$ cat src/rtl/serial_result_rx.sv
// serial_result_rx: receiver for serial result frames.
// Frame: start(0), DATA_W data bits LSB first, optional even parity, stop(1).
// Bit period P = 4*(ConfigDiv+1) clocks; bits are sampled mid-period.
// Good words are buffered in a first-word-fall-through FIFO.
// Optional feature macro: RX_PARITY_EN (defined: parity bit present and checked;
// undefined: no parity bit, o_parity_err tied low).
module serial_result_rx #(
   parameter int unsigned DATA_W     = 16,
   parameter int unsigned DIV_W      = 4,
   parameter int unsigned FIFO_DEPTH = 4
) (
   input  logic                          i_clk,
   input  logic                          i_rst_n,
   input  logic                          i_ser_in,
   input  logic [DIV_W-1:0]              i_config_div,
   input  logic                          i_read_en,
   input  logic                          i_clr_ovf,
   output logic [DATA_W-1:0]             o_data_out,
   output logic                          o_empty,
   output logic [$clog2(FIFO_DEPTH):0]   o_fifo_count,
   output logic                          o_rx_busy,
   output logic                          o_parity_err,
   output logic                          o_frame_err,
   output logic                          o_overflow
);

   localparam int unsigned CNT_W  = DIV_W + 2;
   localparam int unsigned BIT_W  = (DATA_W > 1) ? $clog2(DATA_W) : 1;
   localparam int unsigned PTR_W  = (FIFO_DEPTH > 1) ? $clog2(FIFO_DEPTH) : 1;
   localparam int unsigned FCNT_W = $clog2(FIFO_DEPTH) + 1;

   typedef enum logic [2:0] {
      StIdle,
      StStart,
      StData,
      StParity,
      StStop,
      StWaitHigh
   } state_e;

   // ------------------------------------------------------------------
   // Line synchroniser and falling-edge detect
   // ------------------------------------------------------------------
   logic r_sync1;
   logic r_sync2;
   logic r_s_prev;
   logic w_s_in;
   logic w_fall;

   // Two-flop synchroniser plus one history flop; reset to the idle level so
   // a start needs a genuine high-to-low transition.
   always_ff @(posedge i_clk or negedge i_rst_n) begin
      if (!i_rst_n) begin
         r_sync1  <= 1'b1;
         r_sync2  <= 1'b1;
         r_s_prev <= 1'b1;
      end else begin
         r_sync1  <= i_ser_in;
         r_sync2  <= r_sync1;
         r_s_prev <= r_sync2;
      end
   end

   assign w_s_in = r_sync2;
   assign w_fall = r_s_prev & ~r_sync2;

   // ------------------------------------------------------------------
   // Receive FSM
   // ------------------------------------------------------------------
   state_e             r_state;
   logic [DIV_W-1:0]   r_div;
   logic [CNT_W-1:0]   r_cnt;
   logic [BIT_W-1:0]   r_bit_cnt;
   logic [DATA_W-1:0]  r_shift;
   logic               r_rx_busy;
   logic               r_parity_err;
   logic               r_frame_err;
   logic [CNT_W-1:0]   w_period_m1;
   logic               w_par_bad;
   logic               w_push;

   // P-1 = 4*(div+1)-1 = {div, 2'b11}
   assign w_period_m1 = {r_div, 2'b11};

`ifdef RX_PARITY_EN
   logic r_par_bit;

   // Even parity: XOR over data and parity bit must be zero.
   assign w_par_bad = (^r_shift) ^ r_par_bit;
`else
   assign w_par_bad = 1'b0;
`endif

   // Push happens in the stop-sample cycle so the word shows up one cycle later.
   assign w_push = (r_state == StStop) && (r_cnt == '0) && w_s_in && !w_par_bad;

   // Frame sequencing, bit sampling and registered status pulses.
   always_ff @(posedge i_clk or negedge i_rst_n) begin
      if (!i_rst_n) begin
         r_state      <= StIdle;
         r_div        <= '0;
         r_cnt        <= '0;
         r_bit_cnt    <= '0;
         r_shift      <= '0;
         r_rx_busy    <= 1'b0;
         r_parity_err <= 1'b0;
         r_frame_err  <= 1'b0;
`ifdef RX_PARITY_EN
         r_par_bit    <= 1'b0;
`endif
      end else begin
         r_parity_err <= 1'b0;
         r_frame_err  <= 1'b0;
         unique case (r_state)
            StIdle: begin
               if (w_fall) begin
                  // Latch the rate for the whole frame; H-1 = 2*(div+1)-1.
                  r_div     <= i_config_div;
                  r_cnt     <= CNT_W'({i_config_div, 1'b1});
                  r_rx_busy <= 1'b1;
                  r_state   <= StStart;
               end
            end
            StStart: begin
               if (r_cnt != '0) begin
                  r_cnt <= r_cnt - 1'b1;
               end else if (!w_s_in) begin
                  r_bit_cnt <= '0;
                  r_cnt     <= w_period_m1;
                  r_state   <= StData;
               end else begin
                  // Line back high at mid-start: treat as a glitch, no error.
                  r_rx_busy <= 1'b0;
                  r_state   <= StIdle;
               end
            end
            StData: begin
               if (r_cnt != '0) begin
                  r_cnt <= r_cnt - 1'b1;
               end else begin
                  r_shift[r_bit_cnt] <= w_s_in;
                  r_cnt              <= w_period_m1;
                  if (r_bit_cnt == BIT_W'(DATA_W - 1)) begin
`ifdef RX_PARITY_EN
                     r_state <= StParity;
`else
                     r_state <= StStop;
`endif
                  end else begin
                     r_bit_cnt <= r_bit_cnt + 1'b1;
                  end
               end
            end
`ifdef RX_PARITY_EN
            StParity: begin
               if (r_cnt != '0) begin
                  r_cnt <= r_cnt - 1'b1;
               end else begin
                  r_par_bit <= w_s_in;
                  r_cnt     <= w_period_m1;
                  r_state   <= StStop;
               end
            end
`endif
            StStop: begin
               if (r_cnt != '0) begin
                  r_cnt <= r_cnt - 1'b1;
               end else begin
                  r_rx_busy <= 1'b0;
                  if (!w_s_in) begin
                     // Framing error wins over parity; wait for line release.
                     r_frame_err <= 1'b1;
                     r_state     <= StWaitHigh;
                  end else begin
                     r_parity_err <= w_par_bad;
                     r_state      <= StIdle;
                  end
               end
            end
            StWaitHigh: begin
               if (w_s_in) begin
                  r_state <= StIdle;
               end
            end
            default: begin
               r_rx_busy <= 1'b0;
               r_state   <= StIdle;
            end
         endcase
      end
   end

   assign o_rx_busy   = r_rx_busy;
   assign o_frame_err = r_frame_err;
`ifdef RX_PARITY_EN
   assign o_parity_err = r_parity_err;
`else
   assign o_parity_err = 1'b0;
`endif

   // ------------------------------------------------------------------
   // Received-word FIFO (first-word-fall-through)
   // ------------------------------------------------------------------
   logic [DATA_W-1:0] r_mem [FIFO_DEPTH];
   logic [PTR_W-1:0]  r_wr_ptr;
   logic [PTR_W-1:0]  r_rd_ptr;
   logic [FCNT_W-1:0] r_count;
   logic              r_overflow;
   logic              w_full;
   logic              w_pop;
   logic              w_push_ok;
   logic              w_ovf_set;

   assign w_full    = (r_count == FCNT_W'(FIFO_DEPTH));
   assign w_pop     = i_read_en && (r_count != '0);
   // Pop is applied first, so a full FIFO being popped still has room.
   assign w_push_ok = w_push && (!w_full || w_pop);
   assign w_ovf_set = w_push && w_full && !w_pop;

   // Storage write; contents are don't-care until counted valid.
   always_ff @(posedge i_clk) begin
      if (w_push_ok) begin
         r_mem[r_wr_ptr] <= r_shift;
      end
   end

   // Pointers, occupancy and sticky overflow.
   always_ff @(posedge i_clk or negedge i_rst_n) begin
      if (!i_rst_n) begin
         r_wr_ptr   <= '0;
         r_rd_ptr   <= '0;
         r_count    <= '0;
         r_overflow <= 1'b0;
      end else begin
         if (w_push_ok) begin
            r_wr_ptr <= r_wr_ptr + 1'b1;
         end
         if (w_pop) begin
            r_rd_ptr <= r_rd_ptr + 1'b1;
         end
         unique case ({w_push_ok, w_pop})
            2'b10:   r_count <= r_count + 1'b1;
            2'b01:   r_count <= r_count - 1'b1;
            default: r_count <= r_count;
         endcase
         // A new overflow beats a simultaneous clear.
         if (w_ovf_set) begin
            r_overflow <= 1'b1;
         end else if (i_clr_ovf) begin
            r_overflow <= 1'b0;
         end
      end
   end

   assign o_empty      = (r_count == '0);
   assign o_fifo_count = r_count;
   assign o_overflow   = r_overflow;
   assign o_data_out   = (r_count == '0) ? '0 : r_mem[r_rd_ptr];

endmodule
$ cat config.mk
export PLATFORM = sky130hd
export DESIGN_NAME = serial_result_rx
export DESIGN_NICKNAME = d
export VERILOG_FILES = /design/src/rtl/serial_result_rx.sv
export SDC_FILE = /design/constraint.sdc
export NUM_CORES = 1
export LEC_CHECK = 0
export ABC_AREA = 1
export BUFFER_PORTS_ARGS = -buffer_cell sky130_fd_sc_hd__buf_2
export CELL_PAD_IN_SITES_DETAIL_PLACEMENT = 0
export CELL_PAD_IN_SITES_GLOBAL_PLACEMENT = 2
export CORE_ASPECT_RATIO = 1.25
export CORE_MARGIN = 3
export CORE_UTILIZATION = 39
export DETAILED_ROUTE_END_ITERATION = 10
export PLACE_DENSITY_LB_ADDON = 0.1
export SYNTH_ARGS = -nofsm -noshare
export SYNTH_HDL_FRONTEND = slang
export SYNTH_SLANG_ARGS = --single-unit
$ cat constraint.sdc
create_clock -name i_clk -period 3 [get_ports i_clk]
set_clock_uncertainty 0.2 [all_clocks]
set_input_delay 0.6 -clock i_clk [delete_from_list [all_inputs] [get_ports i_clk]]
set_output_delay 0.6 -clock i_clk [all_outputs]
set_load 0.02 [all_outputs]
## After elaboration in Yosys (flattened, before gate mapping)

Memories as Yosys holds them, arrays and structs flattened.
Cells that the tools add are included.

- Flip-flop bits (word level): 46
- Bits of input ports: 9
- Memories kept: 1
- Logic and storage cells: 109
- Bits in writable memories: 64
- Output and inout port bits: 24

Memory list:

| name | depth | width | read ports | clocked after memory_dff | write ports | line | text |
|---|---|---|---|---|---|---|---|
| r_mem | 4 | 16 | 1 | 0 | 1 | 204 | `logic [DATA_W-1:0] r_mem [FIFO_DEPTH];` |

- Order comparisons: 2
- Reductions and logical operators: 26
- Bitwise gates (word level): 4
- Equality and inequality tests: 19
- Add/subtract/negate cells: 6
- Mux-type cells: 37

Operators with widths:

| operator | number |
|---|---|
| $mux 6 | 5 |
| $pmux 6 s4 | 1 |
| $mux 3 | 7 |
| $ne 2x2->1 const B | 9 |
| $bwmux 16 | 1 |
| $mux 16 | 1 |
| $mux 4 | 4 |
| $pmux 3 s5 | 1 |
| $mux 1 | 12 |
| $reduce_and 5->1 | 2 |
| $eq 3x3->1 const B | 3 |
| $pmux 4 s2 | 1 |
| $logic_and 1x1->1 | 7 |
| $logic_not 3->1 | 2 |
| $logic_not 6->1 | 1 |
| $pmux 3 s2 | 1 |
| $reduce_and 6->1 | 1 |
| $reduce_bool 2->1 | 3 |
| $reduce_bool 6->1 | 1 |
| $sub 6x1->6 const B | 1 |
| $lt 4x5->1 const B | 1 |
| $add 2x1->2 const B | 2 |
| $add 4x1->4 const B | 1 |
| $demux 1 s4 | 1 |
| other kinds (21) | 25 |

## Depth between registers and ports, before layout

Gate-level depths: netlist of the first run.

- Word-level depth: 6
- Depth in mapped cells: 11
- Mapped depth without buffers: 11

## Least setup slack after synthesis of the first run

OpenSTA, ideal clock, no wires.

- Path type: reg2reg
- Start: register r_cnt[0]
- End: memory r_mem[0][0], enable pin
- Cell stages (with the launch flop): 7
- Buffers on the path: 0
- Library setup time: 0.389 ns
- Arrival: 1.924 ns
- Path slack: 0.487 ns
- Clock period less this slack: 2.513 ns
- Data required time: 2.411 ns
- Cell sequence: dfrtp_1 -> inv_1 -> ha_1 -> nand3_4 -> nor2_4 -> nand3_2 -> nor2_1

- Cells in the longest elaborated chain, start to end: 6

Ends and longest elaborated chain:

| item | line | text |
|---|---|---|
| start, declared | 72 | `logic [CNT_W-1:0] r_cnt;` |
| start signal, assigned | 119 | `r_cnt <= CNT_W'({i_config_div, 1'b1});` |
| start signal, assigned | 126 | `r_cnt <= r_cnt - 1'b1;` |
| start signal, assigned | 129 | `r_cnt <= w_period_m1;` |
| $logic_not 6->1 | 95 | `assign w_push = (r_state == StStop) && (r_cnt == '0) && w_s_in && !w_par_bad;` |
| $logic_and 1x1->1 (2 in a row) | 95 |  |
| $logic_and 1x1->1 | 217 | `assign w_push_ok = w_push && (!w_full \|\| w_pop);` |
| $mux 1 | 222 | `if (w_push_ok) begin` |
| $mux 1 (implied by the code) | 223 | `r_mem[r_wr_ptr] <= r_shift;` |
| end, declared | 204 |  |

Every way passes these cells.

## Worst setup path in the final report of the first run

- Start: register r_rd_ptr[0]
- End: output port o_data_out[15]

- Cells in the longest elaborated chain, start to end: 2

Ends and longest elaborated chain:

| item | line | text |
|---|---|---|
| start, declared | 206 | `logic [PTR_W-1:0] r_rd_ptr;` |
| start signal, assigned | 239 | `r_rd_ptr <= r_rd_ptr + 1'b1;` |
| $mem_v2 4x16 | -- |  |
| $mux 16 | 258 | `assign o_data_out = (r_count == '0) ? '0 : r_mem[r_rd_ptr];` |
| end, declared | 18 | `output logic [DATA_W-1:0] o_data_out,` |

Every way passes these cells.

==> results of run 1 <==
[area by class of cell]
type,count,area share [%]
inverters,43,2.89
clock buffers,10,4.03
multi-input cells,334,29.9
flip-flops and latches,110,54.2
clock inverters,6,1.21
well taps,164,3.62
repair buffers,40,4.14
[worst max-delay path: stages, from the launching register on]
cell     delay, ps
dfrtp_1        420
buf_4          340
nor2_1          80
nor2_1          80
o21ai_0         80
a21oi_1        240
buf_2          210
[flip-flops by register name, indices dropped and copies added (netlist names), 2 cells and up]
name,count
r_mem,64
r_shift,16
r_cnt,6
r_bit_cnt,4
r_div,4
o_fifo_count,3
r_state,3
r_rd_ptr,2
r_wr_ptr,2
[per-stage QoR]
stage	power, mW	area, sq um	utilization [%]	hold slack, ps
after CTS	5.29	5680	45.8	59.7
final	5.20	5680	45.8	48.7
after global routing	5.61	5680	45.8	81.7
after detailed placement	4.09	5380	43.4	148
after floorplan	3.48	5020	-	104
after global placement	4.06	5380	43.4	148
[power groups by stage]
stage	registers (mW)	logic, mW	clock network [mW]
floorplan	1.93	1.56	0
global placement	1.92	2.14	0
detailed placement	1.94	2.15	0
CTS	1.91	2.17	1.22
global route	1.93	2.40	1.28
finish	1.90	2.12	1.18
[cell usage in the layout, fill, tap and decap left out, types with 3 or more instances in the layout]
master / count
dfrtp_1: 43
nor2_1: 94
xor2_1: 6
buf_4: 8
edfxtp_1: 64
inv_1: 36
nand4_1: 3
nand2_1: 74
nor2_4: 5
clkbuf_16: 9
inv_2: 4
o21ai_1: 19
o21ai_0: 43
a21oi_1: 21
nand2_2: 4
buf_2: 31
ha_1: 10
nand3_1: 36
dfstp_2: 3
nor2_2: 4
[worst min-delay path by stage]
stage,slack [ps],cells past startpoint,end,start
global placement,150,0,r_sync2$_DFF_PN1_,r_sync1$_DFF_PN1_
detailed placement,150,0,r_sync2$_DFF_PN1_,r_sync1$_DFF_PN1_
floorplan,100,0,o_fifo_count[0]$_DFFE_PN0P_,i_rst_n
global route,80,1,o_overflow$_DFFE_PN0P_,i_rst_n
CTS,60,1,r_div[0]$_DFFE_PN0P_,i_rst_n
finish,50,1,r_div[0]$_DFFE_PN0P_,i_rst_n
[metal layers]
layer / GRT usage [%] / vias up
met2: 26.1 / 47
met3: 2.73 / 11
met4: 4.63 / 0
met5: 0 / -
li1: - / 1739
met1: 18.6 / 1504
[logic make-up after synthesis]
group                    after synthesis  synth area share, %
XOR/XNOR                               8                 1.40
adder cells (fa/ha/maj)               11                 2.89
buffers and inverters                 59                 4.86
AO/OA/AOI/OAI                         85                 8.53
other                                  1               0.0747
multiplexers                           1                0.224
AND/OR/NAND/NOR                      228                 20.7
flip-flops                           110                 61.3
==> metrics.md, run 1 <==
| Metric | Value |
|---|---|
| Actual slew at the worst max-slew pin | roughly 570 ps |
| Worst Path Max Fanout | 32 |
| Worst vdd ir | 0.350 mV |
| Post-DP HPWL | 6910 microns |
| Power Internal | 3.11 mW |
| Mapped Nets | 523 |
| DRT Pass-1 Iters | 4 |
| Initial Utilization | 40.5% |
| Layout cells sized above 1 | 15.3% |
| P per Cell Area | 917 nW/um^2 |
| Post-layout min period | 2590 ps |
| Final nets | 558 |
| Area added between synthesis and finish | 13.1% |
| Fillers | 1,186 |
| Avg Vias per Cell | 4.67 |
| Syn Area/Cell | 9.97 sq um |
| Synth Warn # | 0 |
| Outcome | completed |
| DRC Markers | 0 |
| Synth cell count leaders | nor2_1 (94), nand2_1 (74), edfxtp_1 (64) |
| Synth area leaders | edfxtp_1 (38%), dfrtp_1 (21%), nor2_1 (7.0%) |
| Wire per inst | 14.0 microns |
| Antenna violations before repair | 0 |
| Synth area leader | edfxtp_1 |
| ANT nets after route | 0 |
| H-tree levels | 3 |
| Final setup fails | 0 |
| Slew headroom | about three fifths |
| Clock Latency Late Sink | roughly 340 ps |
| Met2 wire length | between 5000 and 6000 microns |
| Routability cong. | 0.761 |
| Distinct cells, synth | 37 |
| Setup ws final | roughly 410 ps |
| Ys async rst share | 41.8% |
| Sequential power share | 36.6% |
| Setup WS pre-CTS | 409 ps |
| Die Y | between 100 and 150 microns |
| Max-Cap Viols | 0 |
| Largest net degree at the start of global routing | 33 |
| WS Path Type | reg -> out |
| Die X | around 110 microns |
| TritonCTS clock tree | yes |
| Register area share after synthesis | 61.3% |
| TNS Setup | 0 ps |
| Vias in the first global route | 3,214 |
| Multi-input gate area | roughly 1700 sq um |
| CP Data Arrival Time | 1790 ps |
| Synth top area share | 38.3% |
| Main synth FF type | edfxtp_1 |
| Metal1 wirelength | roughly 4300 microns |
| Grt total ovfl | 0 |
| Hold_buf cts | 0 |
| CTS Buf Count | 9 |
| Comb power frac | 40.7% |
| Io pins | 33 |
| # clock sinks | 110 |
| Root Buffer | clkbuf_16 |
| CP endpoint kind | output pin |
| Final period util | 86.4% |
| Synth Cell Area | around 5000 sq um |
| First-pass GRT wire length | 16,600 microns |
| Leakage Power | 2.33 nW |
| Register area | a little over 3000 sq um |
| Clock share of power | 22.7% |
| End point of the critical path | o_data_out[15] |
| Worst flop-to-flop path startpoint | r_cnt[0]$_DFFE_PN0P_ |
| Top-count cell post-synth | nor2_1 |
| Fmax | 0.386 GHz |
| R2r worst-path depth | 9 |
| Die area | ~14,000 sq um |
| Hold Violations, Final | 0 |
| Count of non-filler cells in the finished layout | 707 |
| Seq cells post-synth | 110 |
| CP startpoint kind | flop |
| Core area | 12,400 sq um |
| RSZ-0062 raised after global routing | false |
| Sw frac | 40.3% |
| DRT iter0 DRCs | 118 |
| Placed cell count | 691 |
| Post-synthesis instance total | 503 |
| R2R Path End | o_fifo_count[1]$_DFFE_PN0P_ |
| Worst hold path class | in -> async |
| Final WL | 9890 microns |
| Antenna fix cells | 0 |
| Gates resized, CTS repair | 0 |
| Clk pin slew, worst setup/hold paths | 70 ps |
| Post-synth EDFFs | 64 |
| Rows | 45 |
| CP startpoint | r_rd_ptr[0]$_DFFE_PN0P_ |
| R2R Setup Slk | 440 ps |
| Clock Path Buffers | 2 |
| Net switching power of the design | between 2 and 2.5 mW |
| Global Route Usage Sum | 14.9% |
| Port Buffer Count | 31 |
| DR vias | 3,301 |
| DR top layer | met4 |
| Required time worst endpoint | approximately 2200 ps |
| Post-CTS Setup Inserts | 0 |
| Metal3 WL | 265 microns |
| Fin. max-slew vios | 0 |
Note: power is estimated with default switching activity, not from simulation.
==> inputs of run 2 (changes only) <==
--- a/config.mk
+++ b/config.mk
@@ -9,11 +9,11 @@
 export BUFFER_PORTS_ARGS = -buffer_cell sky130_fd_sc_hd__buf_2
 export CELL_PAD_IN_SITES_DETAIL_PLACEMENT = 0
 export CELL_PAD_IN_SITES_GLOBAL_PLACEMENT = 2
-export CORE_ASPECT_RATIO = 1.25
 export CORE_MARGIN = 3
 export CORE_UTILIZATION = 39
 export DETAILED_ROUTE_END_ITERATION = 10
 export PLACE_DENSITY_LB_ADDON = 0.1
+export REMOVE_ABC_BUFFERS = 1
 export SYNTH_ARGS = -nofsm -noshare
 export SYNTH_HDL_FRONTEND = slang
 export SYNTH_SLANG_ARGS = --single-unit
==> run 2 against run 1 <==
Effect of this change:
- combinational power about the same
- sequential share of layout area down 0.18 points
- die area about the same
- design area up 0.33%
- largest power group unchanged
==> metrics.md, run 2 (synthesized netlist as in run 1, its figures left out) <==
| Metric | Value |
|---|---|
| Outcome | completed (unchanged) |
| Antenna fix cells | 0 (unchanged) |
| Global Route Usage Sum | 15.2% (was 14.9%) |
| CP Data Arrival Time | 1870 ps (was 1790 ps) |
| Largest regs | r_mem x64, r_shift x16, r_cnt x6 (unchanged) |
| Avg Vias per Cell | 4.71 (was 4.67) |
| Fmax | 0.374 GHz (was 0.386 GHz) |
| DRT Pass-1 Iters | 5 (was 4) |
| Worst hold path class | in -> async (unchanged) |
| Die X | 119 microns (was 107 microns) |
| RSZ-0062 raised after global routing | false (unchanged) |
| Largest net degree at the start of global routing | 33 (unchanged) |
| Required time worst endpoint | 2200 ps (about the same) |
| CP startpoint kind | flop (unchanged) |
| Layout cells sized above 1 | 15.6% (was 15.3%) |
| Root Buffer | clkbuf_16 (unchanged) |
| Vias in the first global route | 3,253 (was 3,214) |
| CTS Buf Count | 9 (unchanged) |
| Final nets | 559 (was 558) |
| Io pins | 33 (unchanged) |
| Multi-input gate area | 1700 sq um (unchanged) |
| Leakage Power | 2.34 nW (was 2.33 nW) |
| TNS Setup | 0 ps (unchanged) |
| Routability cong. | 0.708 (was 0.761) |
| Fin. max-slew vios | 0 (unchanged) |
| Hold_buf cts | 0 (unchanged) |
| Post-CTS Setup Inserts | 0 (unchanged) |
| Wire per inst | 14.4 microns (was 14.0 microns) |
| First-pass GRT wire length | 17,000 microns (was 16,600 microns) |
| Slew headroom | 54.3% (was 61.8%) |
| Worst Path Max Fanout | 32 (unchanged) |
| Post-DP HPWL | 6800 microns (was 6910 microns) |
| # clock sinks | 110 (unchanged) |
| Grt total ovfl | 0 (unchanged) |
| Core area | 12,300 sq um (was 12,400 sq um) |
| Die Y | 119 microns (was 133 microns) |
| Worst vdd ir | 0.349 mV (was 0.350 mV) |
| Clock Path Buffers | 2 (unchanged) |
| DR vias | 3,352 (was 3,301) |
| Largest register by flop count | r_mem (unchanged) |
| WS Path Type | reg -> out (unchanged) |
| Clk pin slew, worst setup/hold paths | 80 ps (was 70 ps) |
| Clock Latency Late Sink | 350 ps (was 340 ps) |
| Final WL | 10,200 microns (was 9890 microns) |
| Area added between synthesis and finish | 13.5% (was 13.1%) |
| Final setup fails | 0 (unchanged) |
| Commonest non-fill, non-tap cells in the layout | nor2_1 (94), nand2_1 (74), edfxtp_1 (64), o21ai_0 (43), dfrtp_1 (43) (unchanged) |
| Max reg flops | 64 (unchanged) |
| Gates resized, CTS repair | 0 (unchanged) |
| Rows | 40 (was 45) |
| Final period util | 89.1% (was 86.4%) |
| Antenna violations before repair | 0 (unchanged) |
| Die area | 14,300 sq um (about the same) |
| Hold Violations, Final | 0 (unchanged) |
| Fillers | 1,188 (was 1,186) |
| ANT nets after route | 0 (unchanged) |
| Port Buffer Count | 31 (unchanged) |
| Post-layout min period | 2670 ps (was 2590 ps) |
| Final instance area | 5690 sq um (was 5680 sq um) |
| TritonCTS clock tree | yes (unchanged) |
| H-tree levels | 3 (unchanged) |
| Initial Utilization | 40.8% (was 40.5%) |
| Actual slew at the worst max-slew pin | 686 ps (was 573 ps) |
| P per Cell Area | 918 nW/um^2 (was 917 nW/um^2) |
| Tot Pwr | 5.23 mW (was 5.20 mW) |
| CP endpoint kind | output pin (unchanged) |
| DRC Markers | 0 (unchanged) |
| Commonest non-fill, non-tap cell in the layout | nor2_1 (unchanged) |
| DRT iter0 DRCs | 180 (was 118) |
| Register area | 3080 sq um (unchanged) |
| Placed inst area | 5390 sq um (was 5380 sq um) |
| Max-Cap Viols | 0 (unchanged) |
## run 2: worst paths after layout
check	start	endpoint	slack, ps	depth (start not counted)
max	r_rd_ptr[0]$_DFFE_PN0P_	o_data_out[2]	330	4
min	i_rst_n	r_div[1]$_DFFE_PN0P_	90	1
max reg2reg	r_cnt[0]$_DFFE_PN0P_	o_fifo_count[1]$_DFFE_PN0P_	450	9
min reg2reg	r_sync1$_DFF_PN1_	r_sync2$_DFF_PN1_	160	0
max in group asynchronous	i_rst_n	r_s_prev$_DFF_PN1_	1820	2
min in group i_clk	i_ser_in	r_sync1$_DFF_PN1_	140	1
## run 2: cell type report
cell class,count,share of cell area [%]
Multi-Input combinational cell,334,29.8
Timing Repair Buffer,41,4.26
Sequential cell,110,54.0
Clock inverter,7,1.38
Tap cell,168,3.69
Clock buffer,9,3.96
Inverter,43,2.88
## run 2: where the power goes
part / leakage (nW) / internal, mW / switching, mW
registers: 1.12 / 1.75 / 0.164
logic: 1.08 / 0.717 / 1.42
clock network: 0.148 / 0.591 / 0.588
total: 2.34 / 3.06 / 2.17
## run 2: critical path: stages (launching register included)
cell and delay, ps:
dfrtp_1 530, inv_2 430, o21ai_0 160, a21oi_1 200, buf_2 190
## run 2: metal layers
layer | vias up | track usage, % | routed length [microns]
met2 | 69 | 25.4 | 5050
met1 | 1522 | 20.0 | 4650
met5 | - | 0 | 0
li1 | 1755 | - | -
met3 | 6 | 2.33 | 456
met4 | 0 | 5.58 | 80
## run 2: through the flow
| step | std cells | utilization (%) | hold slack (ps) | setup slack [ps] |
|---|---|---|---|---|
| 5_1_grt | 712 | 46.3 | 130 | 110 |
| 2_1_floorplan | 487 | - | 104 | 397 |
| 3_3_place_gp | 696 | 43.8 | 149 | 545 |
| 3_5_place_dp | 696 | 43.8 | 148 | 466 |
| 4_1_cts | 712 | 46.3 | 110 | 281 |
| 6_report | 712 | 46.3 | 86.6 | 327 |
==> inputs of run 3 (changes only) <==
--- a/config.mk
+++ b/config.mk
@@ -10,8 +10,9 @@
 export CELL_PAD_IN_SITES_DETAIL_PLACEMENT = 0
 export CELL_PAD_IN_SITES_GLOBAL_PLACEMENT = 2
 export CORE_MARGIN = 3
-export CORE_UTILIZATION = 39
+export CORE_UTILIZATION = 42
 export DETAILED_ROUTE_END_ITERATION = 10
+export GPL_TIMING_DRIVEN = 0
 export PLACE_DENSITY_LB_ADDON = 0.1
 export REMOVE_ABC_BUFFERS = 1
 export SYNTH_ARGS = -nofsm -noshare
==> constraint.sdc (replaced) <==
create_clock -name i_clk -period 3.3 [get_ports i_clk]
set_clock_uncertainty 0.2 [all_clocks]
set_input_delay 0.66 -clock i_clk [delete_from_list [all_inputs] [get_ports i_clk]]
set_output_delay 0.66 -clock i_clk [all_outputs]
set_load 0.02 [all_outputs]
==> run 3 against run 2 <==
Effect of this change:
- die area decreased by 6.8%
- largest power group is now registers
- sequential share of layout area up 0.55 points
- clock-buffer cell count unchanged
- wire length rose by 1.2%
- clock power decreased by 7%
- critical endpoint is now o_data_out[12]
- worst hold slack better by 74 ps
- via count down 0.33%
==> metrics.md, run 3 (synthesized netlist as in run 1, its figures left out) <==
| Metric | Value |
|---|---|
| Outcome | completed (unchanged) |
| Final period util | between 90% and 100% |
| R2R Setup Slk | 400 ps (was 450 ps) |
| # clock sinks | 110 (unchanged) |
| Worst Hold Depth | 0 |
| Gates resized, CTS repair | 3 (was 0) |
| Clk pin slew, worst setup/hold paths | 70 ps (was 80 ps) |
| Post-DP HPWL | 6930 microns (was 6800 microns) |
| Wire per inst | 15.2 microns (was 14.4 microns) |
| Global Route Usage Sum | 16.9% (was 15.2%) |
| Max reg flops | 64 (unchanged) |
| Final setup fails | 0 (unchanged) |
| Final nets | 553 (was 559) |
| CTS Buf Count | 9 (unchanged) |
| Port Buffer Count | 31 (unchanged) |
| R2R Path End | o_fifo_count[2]$_DFFE_PN0P_ (was o_fifo_count[1]$_DFFE_PN0P_) |
| Actual slew at the worst max-slew pin | 1090 ps (was 686 ps) |
| Metal1 wirelength | 5020 microns (was 4650 microns) |
| Avg Vias per Cell | 4.91 (was 4.71) |
| Clock Path Buffers | 2 (unchanged) |
| RSZ-0062 raised after global routing | false (unchanged) |
| Largest net degree at the start of global routing | 47 (was 33) |
| Rows | 39 (was 40) |
| Root Buffer | clkbuf_16 (unchanged) |
| Hold_buf cts | 0 (unchanged) |
| H-tree levels | 3 (unchanged) |
| Met2 wire length | 4760 microns (was 5050 microns) |
| Layout cells sized above 1 | 15.8% (was 15.6%) |
| Sw frac | 41.2% (was 41.5%) |
| Required time worst endpoint | 2440 ps (was 2200 ps) |
| Worst Path Max Fanout | 17 (was 32) |
| Fin. max-slew vios | 0 (unchanged) |
| Comb power frac | 38.4% (was 40.8%) |
| TritonCTS clock tree | yes (unchanged) |
| Largest regs | r_mem x64, r_shift x16, r_cnt x6 (unchanged) |
| DRC Markers | 0 (unchanged) |
| First-pass GRT wire length | 16,900 microns (was 17,000 microns) |
| Power Internal | 2.80 mW (was 3.06 mW) |
| Worst hold path class | reg -> reg (was in -> async) |
| Hold Violations, Final | 0 (unchanged) |
| Clock share of power | 23.1% (was 22.5%) |
| Die area | 13,300 sq um (was 14,300 sq um) |
| Vias in the first global route | 3,123 (was 3,253) |
| Routability cong. | 0.772 (was 0.708) |
| Area added between synthesis and finish | 12.4% (was 13.5%) |
| Final WL | 10,400 microns (was 10,200 microns) |
| Hold path startpoint | r_sync1$_DFF_PN1_ |
| Clock Latency Late Sink | 350 ps (about the same) |
| Leakage Power | 2.31 nW (was 2.34 nW) |
| Initial Utilization | 43.4% (was 40.8%) |
| Fmax | ~0.33 GHz |
| R2r worst-path depth | 10 (was 9) |
| DRT iter0 DRCs | 176 (was 180) |
| Commonest non-fill, non-tap cell in the layout | nor2_1 (unchanged) |
| WS Path Type | reg -> out (unchanged) |
| Die Y | 115 microns (was 119 microns) |
| TNS Setup | 0 ps (unchanged) |
| Count of non-filler cells in the finished layout | 681 (was 712) |
| Hold worst-path end | r_sync2$_DFF_PN1_ |
| Antenna fix cells | 0 (unchanged) |
| Final Util | 48.8% (was 46.3%) |
| DRT Pass-1 Iters | 4 (was 5) |
| Antenna violations before repair | 0 (unchanged) |
| Slew headroom | 27.3% (was 54.3%) |
| Sequential power share | 38.6% (was 36.6%) |
| Post-layout min period | 3010 ps |
| P per Cell Area | 843 nW/um^2 (was 918 nW/um^2) |
| Placed cell count | 665 (was 696) |
| Worst flop-to-flop path startpoint | o_fifo_count[1]$_DFFE_PN0P_ (was r_cnt[0]$_DFFE_PN0P_) |
| Max-Cap Viols | 0 (unchanged) |
| Grt total ovfl | 0 (unchanged) |
| Largest register by flop count | r_mem (unchanged) |
| CP startpoint kind | flop (unchanged) |
| Die X | 115 microns (was 119 microns) |
| Metal3 WL | 439 microns (was 456 microns) |
| Core area | 11,600 sq um (was 12,300 sq um) |
| Post-CTS Setup Inserts | 0 (unchanged) |
| CP endpoint kind | output pin (unchanged) |
| Commonest non-fill, non-tap cells in the layout | nor2_1 (90), nand2_1 (74), edfxtp_1 (64), o21ai_0 (43), dfrtp_1 (41) (was nor2_1 (94), nand2_1 (74), edfxtp_1 (64), o21ai_0 (43), dfrtp_1 (43)) |
| DR top layer | met4 (unchanged) |
| Fin Hold WS | 161 ps (was 86.6 ps) |
| Io pins | 33 (unchanged) |
| ANT nets after route | 0 (unchanged) |
| CP Data Arrival Time | 2150 ps (was 1870 ps) |
| Net switching power of the design | 1.96 mW (was 2.17 mW) |
| DR vias | 3,341 (was 3,352) |
| Worst vdd ir | 0.302 mV (was 0.349 mV) |
[run 3: cell count changes in the layout (fill, tap and decap cells not counted), moves of 2 or more]
cell      change
clkinv_8      -2
buf_4         -9
dfrtp_2       +2
nor2_2        +4
buf_8         +2
clkinv_4      -3
dfrtp_1       -2
nor2_1        -4
inv_6         +2
buf_6         +2
[run 3: power by group through the flow]
stage | sequential [mW] | combinational [mW] | clock (mW)
3_3_place_gp | 1.86 | 1.84 | 0
2_1_floorplan | 1.82 | 1.30 | 0
5_1_grt | 1.87 | 2.09 | 1.18
4_1_cts | 1.84 | 1.85 | 1.12
6_report | 1.83 | 1.82 | 1.10
3_5_place_dp | 1.86 | 1.84 | 0
[run 3: worst max-delay path: stages (launching register included)]
cell	delay, ps
dfrtp_2	650
clkinv_2	410
nor2_1	190
o21ai_0	110
a21oi_1	210
buf_2	220
[run 3: how the worst max path moves through the flow]
stage / from / to / slack [ps] / cells after the start
after global placement: r_rd_ptr[1]$_DFFE_PN0P_ / o_data_out[4] / -100 / 5
after global routing: r_rd_ptr[0]$_DFFE_PN0P_ / o_data_out[15] / 40 / 4
final: r_rd_ptr[1]$_DFFE_PN0P_ / o_data_out[12] / 290 / 5
after detailed placement: r_rd_ptr[1]$_DFFE_PN0P_ / o_data_out[4] / -100 / 5
after floorplan: o_fifo_count[0]$_DFFE_PN0P_ / o_fifo_count[2]$_DFFE_PN0P_ / 700 / 10
after CTS: r_rd_ptr[0]$_DFFE_PN0P_ / o_data_out[12] / 230 / 4
[run 3: layer usage]
metal	GRT usage [%]	vias up
met5	0	-
li1	-	1737
met3	2.53	11
met2	26.5	58
met1	24.0	1535
met4	5.87	0
[run 3: layout make-up]
cell class	instances	area, sq um
repair buffers	35	208
clock inverters	7	78.8
clock buffers	9	225
well taps	143	179
flip-flops and latches	110	3080
inverters	43	165
multi-input cells	334	1710
fillers	1076	5920
[run 3: through the flow]
step,area (sq um),worst slack (ps),power (mW)
floorplan,4940,697,3.12
global placement,5270,-98.5,3.69
detailed placement,5330,-99.7,3.70
CTS,5640,233,4.81
global route,5640,36.2,5.14
finish,5640,291,4.76
